## src/rtl/ddhw_ch6_pkg.sv

```systemverilog
// Shared definitions for the serial frame loader: state encoding, line levels
// and a sizing helper for the bit counter.
package ddhw_ch6_pkg;

   localparam logic [1:0] S_IDLE = 2'd0;
   localparam logic [1:0] S_DATA = 2'd1;
   localparam logic [1:0] S_STOP = 2'd2;

   localparam logic START_BIT = 1'b0;
   localparam logic STOP_BIT  = 1'b1;

   typedef enum logic [1:0] {
      ST_IDLE = S_IDLE,
      ST_DATA = S_DATA,
      ST_STOP = S_STOP
   } state_t;

   // Counter must be able to hold WIDTH itself, hence the +1.
   function automatic int count_width(input int width);
      return $clog2(width + 1);
   endfunction

endpackage

```

## src/rtl/serial_nibble_loader_bit_counter.sv

```systemverilog
// Data-bit position counter: synchronous clear, count enable, terminal flag on
// the last data bit; wraps to zero when it advances past that bit.
module bit_counter #(
   parameter int WIDTH = 4,
   parameter int CW    = $clog2(WIDTH + 1)
) (
   input  logic          clk,
   input  logic          reset,
   input  logic          clear,
   input  logic          en,
   output logic [CW-1:0] count,
   output logic          last
);

   assign last = (count == CW'(WIDTH - 1));

   // NOTE: sequential state uses non-blocking assignments so every register
   // samples pre-edge values regardless of process evaluation order.
   always_ff @(posedge clk or posedge reset) begin
      if (reset) begin
         count <= '0;
      end else if (clear) begin
         count <= '0;
      end else if (en) begin
         count <= last ? '0 : count + CW'(1);
      end
   end

endmodule

```

## src/rtl/serial_nibble_loader.sv

```systemverilog
// Framed serial-to-parallel loader: start 0, WIDTH data bits LSB first, stop 1.
// Good frames update data with a one-cycle load; bad stop bits pulse frame_err.
module serial_nibble_loader
   import ddhw_ch6_pkg::*;
#(
   parameter int WIDTH = 4
) (
   input  logic             clk,
   input  logic             reset,
   input  logic             bit_en,
   input  logic             serial_in,
   input  logic             abort,
   output logic [WIDTH-1:0] data,
   output logic             load,
   output logic             busy,
   output logic             frame_err
);

   localparam int CW = count_width(WIDTH);

   state_t           state;
   state_t           state_next;
   logic [CW-1:0]    count;
   logic             count_last;
   logic [WIDTH-1:0] shift_reg;
   logic             count_clr;
   logic             count_en;
   logic             shift_en;
   logic             load_set;
   logic             err_set;

   bit_counter #(
      .WIDTH (WIDTH),
      .CW    (CW)
   ) u_bit_counter (
      .clk   (clk),
      .reset (reset),
      .clear (count_clr),
      .en    (count_en),
      .count (count),
      .last  (count_last)
   );

   always_ff @(posedge clk or posedge reset) begin
      if (reset) begin
         state <= ST_IDLE;
      end else begin
         state <= state_next;
      end
   end

   // NOTE: every output of this block gets a default first, so no path can
   // leave one unassigned and infer a latch.
   always_comb begin
      state_next = state;
      count_clr  = 1'b0;
      count_en   = 1'b0;
      shift_en   = 1'b0;
      load_set   = 1'b0;
      err_set    = 1'b0;
      if (abort) begin
         // Abort wins over bit_en and over a valid stop bit on the same edge.
         state_next = ST_IDLE;
         count_clr  = 1'b1;
      end else if (bit_en) begin
         case (state)
            ST_IDLE: begin
               count_clr = 1'b1;
               if (serial_in == START_BIT) begin
                  state_next = ST_DATA;
               end
            end
            ST_DATA: begin
               shift_en = 1'b1;
               count_en = 1'b1;
               if (count_last) begin
                  state_next = ST_STOP;
               end
            end
            ST_STOP: begin
               state_next = ST_IDLE;
               if (serial_in == STOP_BIT) begin
                  load_set = 1'b1;
               end else begin
                  err_set = 1'b1;
               end
            end
            default: state_next = ST_IDLE;
         endcase
      end
   end

   always_ff @(posedge clk or posedge reset) begin
      if (reset) begin
         shift_reg <= '0;
         data      <= '0;
         load      <= 1'b0;
         frame_err <= 1'b0;
      end else begin
         load      <= load_set;
         frame_err <= err_set;
         if (shift_en) begin
            for (int i = 0; i < WIDTH; i++) begin
               if (count == CW'(i)) begin
                  shift_reg[i] <= serial_in;
               end
            end
         end
         if (load_set) begin
            data <= shift_reg;
         end
      end
   end

   assign busy = (state != ST_IDLE);

endmodule
```

## config.mk

```make
export PLATFORM = sky130hd
export DESIGN_NAME = serial_nibble_loader
export DESIGN_NICKNAME = d
export VERILOG_FILES = /design/src/rtl/ddhw_ch6_pkg.sv /design/src/rtl/serial_nibble_loader_bit_counter.sv /design/src/rtl/serial_nibble_loader.sv
export SDC_FILE = /design/constraint.sdc
export NUM_CORES = 1
export LEC_CHECK = 0
export CORE_MARGIN = 2
export CORE_UTILIZATION = 54
export DETAILED_ROUTE_END_ITERATION = 10
export PLACE_DENSITY = 0.83
export SYNTH_ARGS = -nofsm -noshare
export SYNTH_HDL_FRONTEND = slang
export SYNTH_SLANG_ARGS = --single-unit
```

## constraint.sdc

```tcl
create_clock -name clk -period 2.4 [get_ports clk]
set_input_delay 0.36 -clock clk [delete_from_list [all_inputs] [get_ports clk]]
set_output_delay 0.36 -clock clk [all_outputs]
set_load 0.02 [all_outputs]
```

# After elaboration in Yosys (flattened, before gate mapping)
# Cells that the tools add are included.
# classes
n_reduce_logical	10
mux	22
eq_ne	7
add_sub_neg	1
# op_table
cell	count
$mux W1	14
$mux W3	3
$mux W2	4
$reduce_and A2 Y1	4
$eq A3 B2 Y1 const B	2
$reduce_bool A2 Y1	3
$pmux W2 S2	1
$add A3 B1 Y3 const B	1
$eq A3 B1 Y1 const B	1
$logic_not A3 Y1	1
$ne A3 B2 Y1 const B	1
$ne A3 B3 Y1 const B	1
$reduce_and A3 Y1	1
$eq A2 B1 Y1 const B	1
$eq A2 B2 Y1 const B	1
$logic_not A2 Y1	1
# word_totals
word_cells	49
input_bits	5
out_inout_bits	7
register_bits	15

# Depth between registers and ports, before layout
# Gate-level depths: netlist of the first run.
# logic_depth
ltp_word	6
depth_mapped	4
ltp_nobuf	4

# By module
# A second synthesis of the first run with hierarchy kept.
# hier_totals
hier_cells	62
area_unflattened_um2	738.2
# by_module_without_submodules
mod	n_inst	area_per_inst_um2	seq_area_each_um2	cells_each
serial_nibble_loader	1	588.1	300.3	47
bit_counter	1	150.1	75.1	15

# Worst setup path before layout of the first run
# Ideal clock, no wire load.
# synth_path
path_type	reg-to-reg
startpoint	register state[0]
endpoint	register state[0]
path_slack_ns	1.071
required_time_ns	2.318
setup_ns	0.082
path_buffers	1
t_arrival_ns	1.247
stages_incl_launch_ff	5
path_cell_list	dfrtp_1 buf_6 or2_4 or3b_1 a31oi_1
# synth_between
elab_chain_cells	4
word_cells_on_any_way	8
# synth_rtl
item	line	source
start: declaration	serial_nibble_loader.sv:21	state_t state;
start signal: assignment	serial_nibble_loader.sv:48	state <= state_next;
$eq A2 B1 Y1 / $logic_not A2 Y1 (equally long branches)	serial_nibble_loader.sv:66	case (state)
$pmux W2 S2	serial_nibble_loader.sv:66	
$mux W2	serial_nibble_loader.sv:65	end else if (bit_en) begin
$mux W2	serial_nibble_loader.sv:61	if (abort) begin
# Parallel ways exist; a longest one is shown, timed or not. The select of a mux whose other input is x is not followed.
# A chain may end at the register's enable or synchronous reset.

# Worst setup path after layout of the first run
# layout_path
startpoint	register state[0]
endpoint	output busy
# layout_between
elab_chain_cells	1
# layout_rtl
item	line	source
$reduce_bool A2 Y1	serial_nibble_loader.sv:115	assign busy = (state != ST_IDLE);
end: declaration	serial_nibble_loader.sv:15	output logic busy,
# Every way passes these cells.

==> out/summary.txt, run 1 <==
sequential fraction of the synthesis area -> 0.508
launching element type of the critical path -> flip-flop
TritonCTS clock tree -> built
fill count -> 100
final setup skew -> 4.00 ps
Register-to-Register Setup Slack -> 1050 ps
critical path's slowest cell -> clkdlybuf4s50_1
placeable core region -> 1280 um2
mean post-synth cell area -> 12.1 um2
YS warnings -> 0
total number of vias -> 469
max-slew violation total from the final report -> 0
# Max-Cap Violations -> 0
total instance count after detailed placement -> 85
worst stage delay on the critical path -> 540 ps
# rows -> 13
ratio of total power to cell area -> 520 nW/um2
top-count cell post-synth -> dfrtp_1
path class of the lowest-slack min-delay path -> primary input to async pin
post-DP HPWL -> 820 um
number of buffers added on ports -> 11
Die Footprint -> 1680 um2
Hold Fails Final Rpt -> 0
clock latency on the worst-skew pair -> 280 ps
vias in the first global route -> 460
clock input transition at the sequential cells of the worst setup and hold paths -> 80 ps
number of instances resized during post-cts repair -> 0
RSZ-0062 raised after global routing -> no
Net Count, Synth -> 70
cells taking the most area after synthesis -> dfrtp_1, mux2_2, ha_1, nand3b_1, and4bb_2
Final GP Congestion -> 0.736
result of the run -> complete, no violations
fraction of final layout cells with drive strength greater than 1 -> 0.189
Die Span X -> 41.0 um
antenna diode count -> 0
ordered cell list for the critical path -> or2_4, clkdlybuf4s50_1
initial drt markers -> 7
Hold-fix buffers, CTS -> 0
count of TritonRoute iterations in the first routing pass -> 3
post-synthesis instance total -> 61
Util after Layout -> 0.685
setup repair bufs after CTS -> 0
hold slack final -> 419 ps
number of levels the H-tree was split into -> 1
kind of critical path -> flip-flop to output pin
Detailed Route WL -> 1090 um
arrival time reported for the critical path endpoint -> 1580 ps
average via count per standard cell -> 5.27
Routed wire per std cell -> 12.2 um
cell accounting for the most synthesized area -> dfrtp_1
LEAKAGE -> 0.399 nW
synthesis-to-finish area growth -> 19.0%
part of the cycle the worst path needs -> 0.809
post-synthesis instance area -> 739 um2
count of flip-flops with a built-in enable after synthesis -> 0
number of setup violations in the final report -> 0
number of antenna violations at the first check in global routing -> 0
global-route wire length before repair -> 1910 um
predominant post-synthesis flop cell -> dfrtp_1
slew at the pin with the worst max-slew slack -> 550 ps
CTS sink cnt -> 15
starting density of the core -> 0.575
distinct cell type count after synthesis -> 19
remaining global-route overflow -> 0
number of buffers created by CTS -> 3
Ports -> 12
multi-input logic area -> 330 um2
tightest slew margin relative to the limit -> 0.633
buffer type at the clock tree root -> clkbuf_4
area occupied by registers -> 375 um2
flops & latches, synth -> 15
number of nets in the layout -> 84
Bufs on Longest Clock Path -> 2
worst path required time -> 2040 ps
Chip Height -> 41.0 um
area fraction of the dominant cell type after synthesis -> 0.508
maximum number of pins on one net before global-route repair -> 16
antenna violation net count after detailed routing -> 0
fraction of registers with async set or reset after synthesis -> 1.00
total DRC errors in the routed layout -> 0
peak clock frequency supported by timing -> 515 MHz
peak ir drop on the vdd network -> 0.000345 V
combined global-route utilization of all metal layers -> 0.189
Crit Path Max Fanout -> 10
number of standard cells in the final layout excluding fillers -> 89
category of the worst setup path capture point -> output pin
clock period minus worst slack -> 1940 ps
top post-synthesis cells by count -> dfrtp_1, mux2_2, inv_1, nand3b_1
Final TNS setup -> 0 ps
-- cell usage in the layout, fill, tap and decap left out --
cell type,netlist,layout
dfrtp_1,15,15
clkdlybuf4s50_1,0,11
mux2_2,8,8
nand3b_1,5,5
inv_1,5,5
a21oi_1,4,4
ha_1,4,4
nand2b_1,3,3
clkbuf_4,0,3
and4bb_2,2,2
nor2b_1,2,2
nand4b_1,2,2
nand4_1,2,2
nand2_1,2,2
or2_4,1,1
or2b_1,1,1
or3b_1,1,1
a31oi_1,1,1
nor3b_1,1,1
clkbuf_1,1,1
-- power by group --
| group | total [W] | internal, W | switching (W) | leakage, nW |
|---|---|---|---|---|
| registers | 0.000272 | 0.000263 | 0.00000864 | 0.206 |
| clock network | 0.000141 | 0.0000646 | 0.0000767 | 0.0150 |
| logic | 0.0000448 | 0.0000244 | 0.0000204 | 0.178 |
| total | 0.000458 | 0.000352 | 0.000106 | 0.399 |
-- layout make-up --
type                            count  area share
Clock buffer                        4      0.0299
Timing Repair Buffer               11       0.125
Sequential cell                    15       0.427
Multi-Input combinational cell     39       0.376
Tap cell                           15      0.0213
Inverter                            5      0.0213
-- cell families (layout without fill, tap and decap cells) --
family / Yosys count / count (layout) / share of synthesized area
AO/OA/AOI/OAI: 5 / 5 / 0.0355
buffers and inverters: 7 / 20 / 0.0457
multiplexers: 8 / 8 / 0.122
flip-flops: 15 / 15 / 0.508
adder cells (fa/ha/maj): 4 / 4 / 0.0677
AND/OR/NAND/NOR: 22 / 22 / 0.222
-- metal layers --
metal  share of wire  track usage  vias up
li1                -            -      238
met2            0.47        0.289       10
met1            0.47        0.211      217
met4           0.021        0.150        0
met3           0.042       0.0652        4
met5               0            0        -
-- path summary, 6_finish.rpt --
kind | start | to | cells past startpoint
hold reg to reg | shift_reg[0] | shift_reg[0] | 1
setup / recovery | state[0] | busy | 2
hold / removal | reset | frame_err | 2
min in group clk | shift_reg[0] | shift_reg[0] | 1
setup reg to reg | state[0] | state[0] | 3
max in group asynchronous | reset | shift_reg[2] | 2
-- worst max-delay path: cells and delay by family (launching register included) --
kind | cells | cell delay, ps
buf+inv | 1 | 540
flops | 1 | 490
simple gates | 1 | 270
-- per-stage QoR --
stage          total power (W)  setup WS (ps)  cell area (um2)
6_report              0.000458            458              880
2_1_floorplan         0.000307           1070              739
3_3_place_gp          0.000321            592              853
3_5_place_dp          0.000322            582              853
4_1_cts               0.000466            446              880
5_1_grt               0.000486            396              880
Power figures use the tool's default switching activity.
==> run 2: changes to the inputs <==
--- a/config.mk
+++ b/config.mk
@@ -6,9 +6,9 @@
 export NUM_CORES = 1
 export LEC_CHECK = 0
 export CORE_MARGIN = 2
-export CORE_UTILIZATION = 54
+export CORE_UTILIZATION = 50
 export DETAILED_ROUTE_END_ITERATION = 10
-export PLACE_DENSITY = 0.83
+export PLACE_DENSITY = 0.77
 export SYNTH_ARGS = -nofsm -noshare
 export SYNTH_HDL_FRONTEND = slang
 export SYNTH_SLANG_ARGS = --single-unit
==> constraint.sdc (replaced) <==
create_clock -name clk -period 1.85 [get_ports clk]
set_input_delay 0.2775 -clock clk [delete_from_list [all_inputs] [get_ports clk]]
set_output_delay 0.2775 -clock clk [all_outputs]
set_load 0.02 [all_outputs]
==> run 2 against run 1 <==
Compared with the run above: via count rose by 2.8%; power rose by 32%; sequential cell count stayed put; clock skew fell by 0.74 ps; critical path depth unchanged; hold slack got worse by 74 ps; sequential power is 28% higher; cell count is 4.5% higher; clock power increased by 33%; non-clock buffer count up 4; critical endpoint unchanged.
==> out/summary.txt, run 2 (same netlist as run 1, synthesis figures left out) <==
ratio of total power to cell area -> 664 nW/um2
RSZ-0062 raised after global routing -> no
CP bufs+invs -> 1
maximum number of pins on one net before global-route repair -> 16
vias in the first global route -> 455
max-slew violation total from the final report -> 0
Routed wire per std cell -> 12.4 um
worst stage delay on the critical path -> 530 ps
clock input transition at the sequential cells of the worst setup and hold paths -> 90 ps
ordered cell list for the critical path -> or2_4, clkdlybuf4s50_1
commonest non-fill, non-tap cell in the layout -> dfrtp_1
# rows -> 13
Detailed Route WL -> 1160 um
path class of the lowest-slack min-delay path -> primary input to async pin
number of antenna violations at the first check in global routing -> 0
arrival time reported for the critical path endpoint -> 1450 ps
slew at the pin with the worst max-slew slack -> 564 ps
buffer type at the clock tree root -> clkbuf_4
count of TritonRoute iterations in the first routing pass -> 4
Bufs on Longest Clock Path -> 2
number of buffers added on ports -> 11
Util after Layout -> 0.685
synthesis-to-finish area growth -> 23.5%
area occupied by registers -> 375 um2
Final GP Congestion -> 0.770
number of buffers created by CTS -> 3
antenna diode count -> 0
fill count -> 100
placeable core region -> 1330 um2
worst path required time -> 1570 ps
average via count per standard cell -> 5.18
Final TNS setup -> 0 ps
Crit Path Max Fanout -> 2
worst-case reg-to-reg path depth -> 4
Die Span X -> 42.5 um
r2r startpoint -> state[0]
LEAKAGE -> 0.418 nW
global-route wire length before repair -> 2060 um
leading cell types in the layout, fill and taps excluded -> dfrtp_1, clkdlybuf4s50_1, mux2_2
number of levels the H-tree was split into -> 1
number of setup violations in the final report -> 0
fraction of final layout cells with drive strength greater than 1 -> 0.244
critical path's slowest cell -> clkdlybuf4s50_1
combined global-route utilization of all metal layers -> 0.155
Hold-fix buffers, CTS -> 0
setup repair bufs after CTS -> 0
initial drt markers -> 3
Hold Fails Final Rpt -> 0
post-route setup slack -> 125 ps
CTS sink cnt -> 15
category of the worst setup path capture point -> output pin
Place WS -> 94.0 ps
peak ir drop on the vdd network -> 0.000405 V
tightest slew margin relative to the limit -> 0.624
antenna violation net count after detailed routing -> 0
# Max-Cap Violations -> 0
total number of vias -> 482
Chip Height -> 42.5 um
clock period minus worst slack -> 1730 ps
post-DP HPWL -> 887 um
final setup skew -> 3.26 ps
top cell family by delay on the critical path -> buffers and inverters
kind of critical path -> flip-flop to output pin
TritonCTS clock tree -> built
Register-to-Register Setup Slack -> 490 ps
hold slack final -> 346 ps
multi-input logic area -> 330 um2
Die Footprint -> 1800 um2
starting density of the core -> 0.554
part of the cycle the worst path needs -> 0.932
number of instances resized during post-cts repair -> 0
launching element type of the critical path -> flip-flop
peak clock frequency supported by timing -> 580 MHz
result of the run -> complete, no violations
RR Endpoint -> shift_reg[0]
clock latency on the worst-skew pair -> 280 ps
number of nets in the layout -> 88
Ports -> 12
total DRC errors in the routed layout -> 0
remaining global-route overflow -> 0
run 2: report_power, final:
| part | internal (W) | leakage (nW) | switching (W) |
|---|---|---|---|
| clock network | 0.0000819 | 0.0139 | 0.000106 |
| logic | 0.0000372 | 0.198 | 0.0000329 |
| registers | 0.000341 | 0.206 | 0.00000752 |
| total | 0.000460 | 0.418 | 0.000146 |
run 2: final cells by class:
| type | instances | area share |
|---|---|---|
| Clock buffer | 3 | 0.0247 |
| Clock inverter | 1 | 0.00822 |
| Tap cell | 15 | 0.0205 |
| Multi-Input combinational cell | 39 | 0.362 |
| Timing Repair Buffer | 15 | 0.153 |
| Sequential cell | 15 | 0.411 |
| Inverter | 5 | 0.0205 |
run 2: metrics by stage:
step	total power (W)	instances	area, um2
2_1_floorplan	0.000398	61	739
3_3_place_gp	0.000425	89	883
3_5_place_dp	0.000426	89	883
4_1_cts	0.000618	93	913
5_1_grt	0.000647	93	913
6_report	0.000606	93	913
run 2: worst max-delay path by stage:
stage	from	to	slack [ps]	cells after the start
2_1_floorplan	state[0]	state[0]	520	4
3_3_place_gp	bit_en	data[0]	160	4
3_5_place_dp	bit_en	data[1]	90	4
4_1_cts	state[1]	busy	110	2
5_1_grt	state[1]	busy	60	2
6_report	state[1]	busy	120	2
run 2: layer usage:
metal / vias up / wire (um) / global-route usage
met5: - / 0 / 0
met4: 0 / 12 / 0.0750
met3: 2 / 63 / 0.0388
met2: 14 / 494 / 0.212
met1: 222 / 584 / 0.224
li1: 244 / - / -
run 2: worst register-to-register path: stages, from the launching register on:
cell and delay [ps]:
dfrtp_1 390, buf_4 170, and4bb_2 250, nand3b_1 110
mux2_2 340
==> run 3: changes to the inputs <==
--- a/config.mk
+++ b/config.mk
@@ -7,6 +7,8 @@
 export LEC_CHECK = 0
 export CORE_MARGIN = 2
 export CORE_UTILIZATION = 50
+export CTS_BUF_LIST = sky130_fd_sc_hd__clkbuf_16
+export CTS_CLUSTER_SIZE = 14
 export DETAILED_ROUTE_END_ITERATION = 10
 export PLACE_DENSITY = 0.77
 export SYNTH_ARGS = -nofsm -noshare
==> run 3 against run 2 <==
Compared with the run above: die area is the same; critical path depth stayed put; power is 39% higher; largest cell class unchanged; routed wire length increased by 7.6%; sequential cell count unchanged; clock power up 130%; hold slack improved by 45 ps; global-route usage grew 1.0 points.
==> out/summary.txt, run 3 (same netlist as run 1, synthesis figures left out) <==
switching power summed over all nets -> 0.000172 W
fraction of final layout cells with drive strength greater than 1 -> 0.244
worst-case reg-to-reg path depth -> 4
detailed route wirelength on metal3 -> 39 um
number of instances resized during post-cts repair -> 0
clock input transition at the sequential cells of the worst setup and hold paths -> 50 ps
Worst setup startpoint -> state[1]
number of buffers created by CTS -> 3
top cell family by delay on the critical path -> buffers and inverters
arrival time reported for the critical path endpoint -> 1400 ps
Crit Path Max Fanout -> 2
synthesis-to-finish area growth -> 30.6%
tightest slew margin relative to the limit -> 0.625
worst path required time -> 1570 ps
CTS sink cnt -> 15
sequential cell fraction of total power -> 0.416
Hold Fails Final Rpt -> 0
critical path's slowest cell -> clkdlybuf4s50_1
slew at the pin with the worst max-slew slack -> 561 ps
buffer type at the clock tree root -> clkbuf_16
part of the power in combinational logic -> 0.084
path class of the lowest-slack min-delay path -> primary input to async pin
remaining global-route overflow -> 0
antenna diode count -> 0
r2r startpoint -> state[0]
peak ir drop on the vdd network -> 0.000721 V
post-DP HPWL -> 887 um
part of the cycle the worst path needs -> 0.904
antenna violation net count after detailed routing -> 0
Bufs on Longest Clock Path -> 2
Die Span X -> 42.5 um
Final TNS setup -> 0 ps
ordered cell list for the critical path -> or2_4, clkdlybuf4s50_1
ratio of total power to cell area -> 871 nW/um2
combined global-route utilization of all metal layers -> 0.165
TritonCTS clock tree -> built
# rows -> 13
CP bufs+invs -> 1
Detail Route met2 WL -> 555 um
category of the worst setup path capture point -> output pin
vias in the first global route -> 478
worst stage delay on the critical path -> 530 ps
placeable core region -> 1330 um2
Routed met1 length -> 632 um
kind of critical path -> flip-flop to output pin
cell depth of the worst setup path -> 2
LEAKAGE -> 0.441 nW
maximum number of pins on one net before global-route repair -> 16
Place WS -> 94.0 ps
Chip Height -> 42.5 um
setup repair bufs after CTS -> 0
Routed wire per std cell -> 13.4 um
number of buffers added on ports -> 11
Switching Fraction -> 0.204
final setup skew -> 3.57 ps
number of setup violations in the final report -> 0
peak clock frequency supported by timing -> 598 MHz
result of the run -> complete, no violations
number of antenna violations at the first check in global routing -> 0
starting density of the core -> 0.554
number of levels the H-tree was split into -> 1
Clk network pwr share -> 0.500
Hold-fix buffers, CTS -> 0
post-route setup slack -> 177 ps
Detailed Route WL -> 1240 um
RSZ-0062 raised after global routing -> no
leading cell types in the layout, fill and taps excluded -> dfrtp_1, clkdlybuf4s50_1, mux2_2
uppermost signal routing layer after detailed routing -> met4
Final GP Congestion -> 0.770
max-slew violation total from the final report -> 0
total DRC errors in the routed layout -> 0
number of nets in the layout -> 88
clock latency on the worst-skew pair -> 240 ps
Register-to-Register Setup Slack -> 500 ps
initial drt markers -> 20
commonest non-fill, non-tap cell in the layout -> dfrtp_1
launching element type of the critical path -> flip-flop
global-route wire length before repair -> 2200 um
count of TritonRoute iterations in the first routing pass -> 4
Ports -> 12
clock period minus worst slack -> 1670 ps
# Max-Cap Violations -> 0
Power Internal -> 0.000670 W
Die Footprint -> 1800 um2
total number of vias -> 489
average via count per standard cell -> 5.26
run 3: cell count changes in the layout (fill, tap and decap cells not counted):
cell,previous run,this run
clkbuf_4,3,0
clkbuf_16,0,3
run 3: cell type report:
class                   count  area [um2]
clock buffers               3        75.1
clock inverters             1        7.51
fillers                    83         368
inverters                   5        18.8
multi-input cells          39         330
flip-flops and latches     15         375
well taps                  15        18.8
repair buffers             15         140
run 3: layer usage:
layer	global-route usage	up-vias
met5	0	-
met4	0.0750	0
met3	0.0388	2
met2	0.246	8
met1	0.225	234
li1	-	245
run 3: power groups by stage:
stage	logic (W)	clock network, W	registers [W]
CTS	0.0000717	0.000426	0.000350
global placement	0.0000696	0	0.000355
floorplan	0.0000448	0	0.000353
detailed placement	0.0000703	0	0.000356
global route	0.0000784	0.000449	0.000351
finish	0.0000709	0.000421	0.000350
run 3: worst paths after layout:
path	end
max	busy
min	data[0]
max reg2reg	shift_reg[0]
min reg2reg	data[2]
max in group asynchronous	frame_err
min in group clk	data[2]
run 3: through the flow:
stage | utilization | total power [W] | std cells | area (um2) | hold slack (ps)
after floorplan | - | 0.000398 | 61 | 739 | 179
after global placement | 0.662 | 0.000425 | 89 | 883 | 490
after detailed placement | 0.662 | 0.000426 | 89 | 883 | 493
after CTS | 0.724 | 0.000848 | 93 | 966 | 408
after global routing | 0.724 | 0.000879 | 93 | 966 | 459
final | 0.724 | 0.000842 | 93 | 966 | 391
run 3: worst register-to-register path, delay by kind of cell (launching register included):
kind	cells	cell delay, ps
AND/OR/NAND/NOR	2	360
flip-flops	1	380
buffers and inverters	1	170
multiplexers	1	340
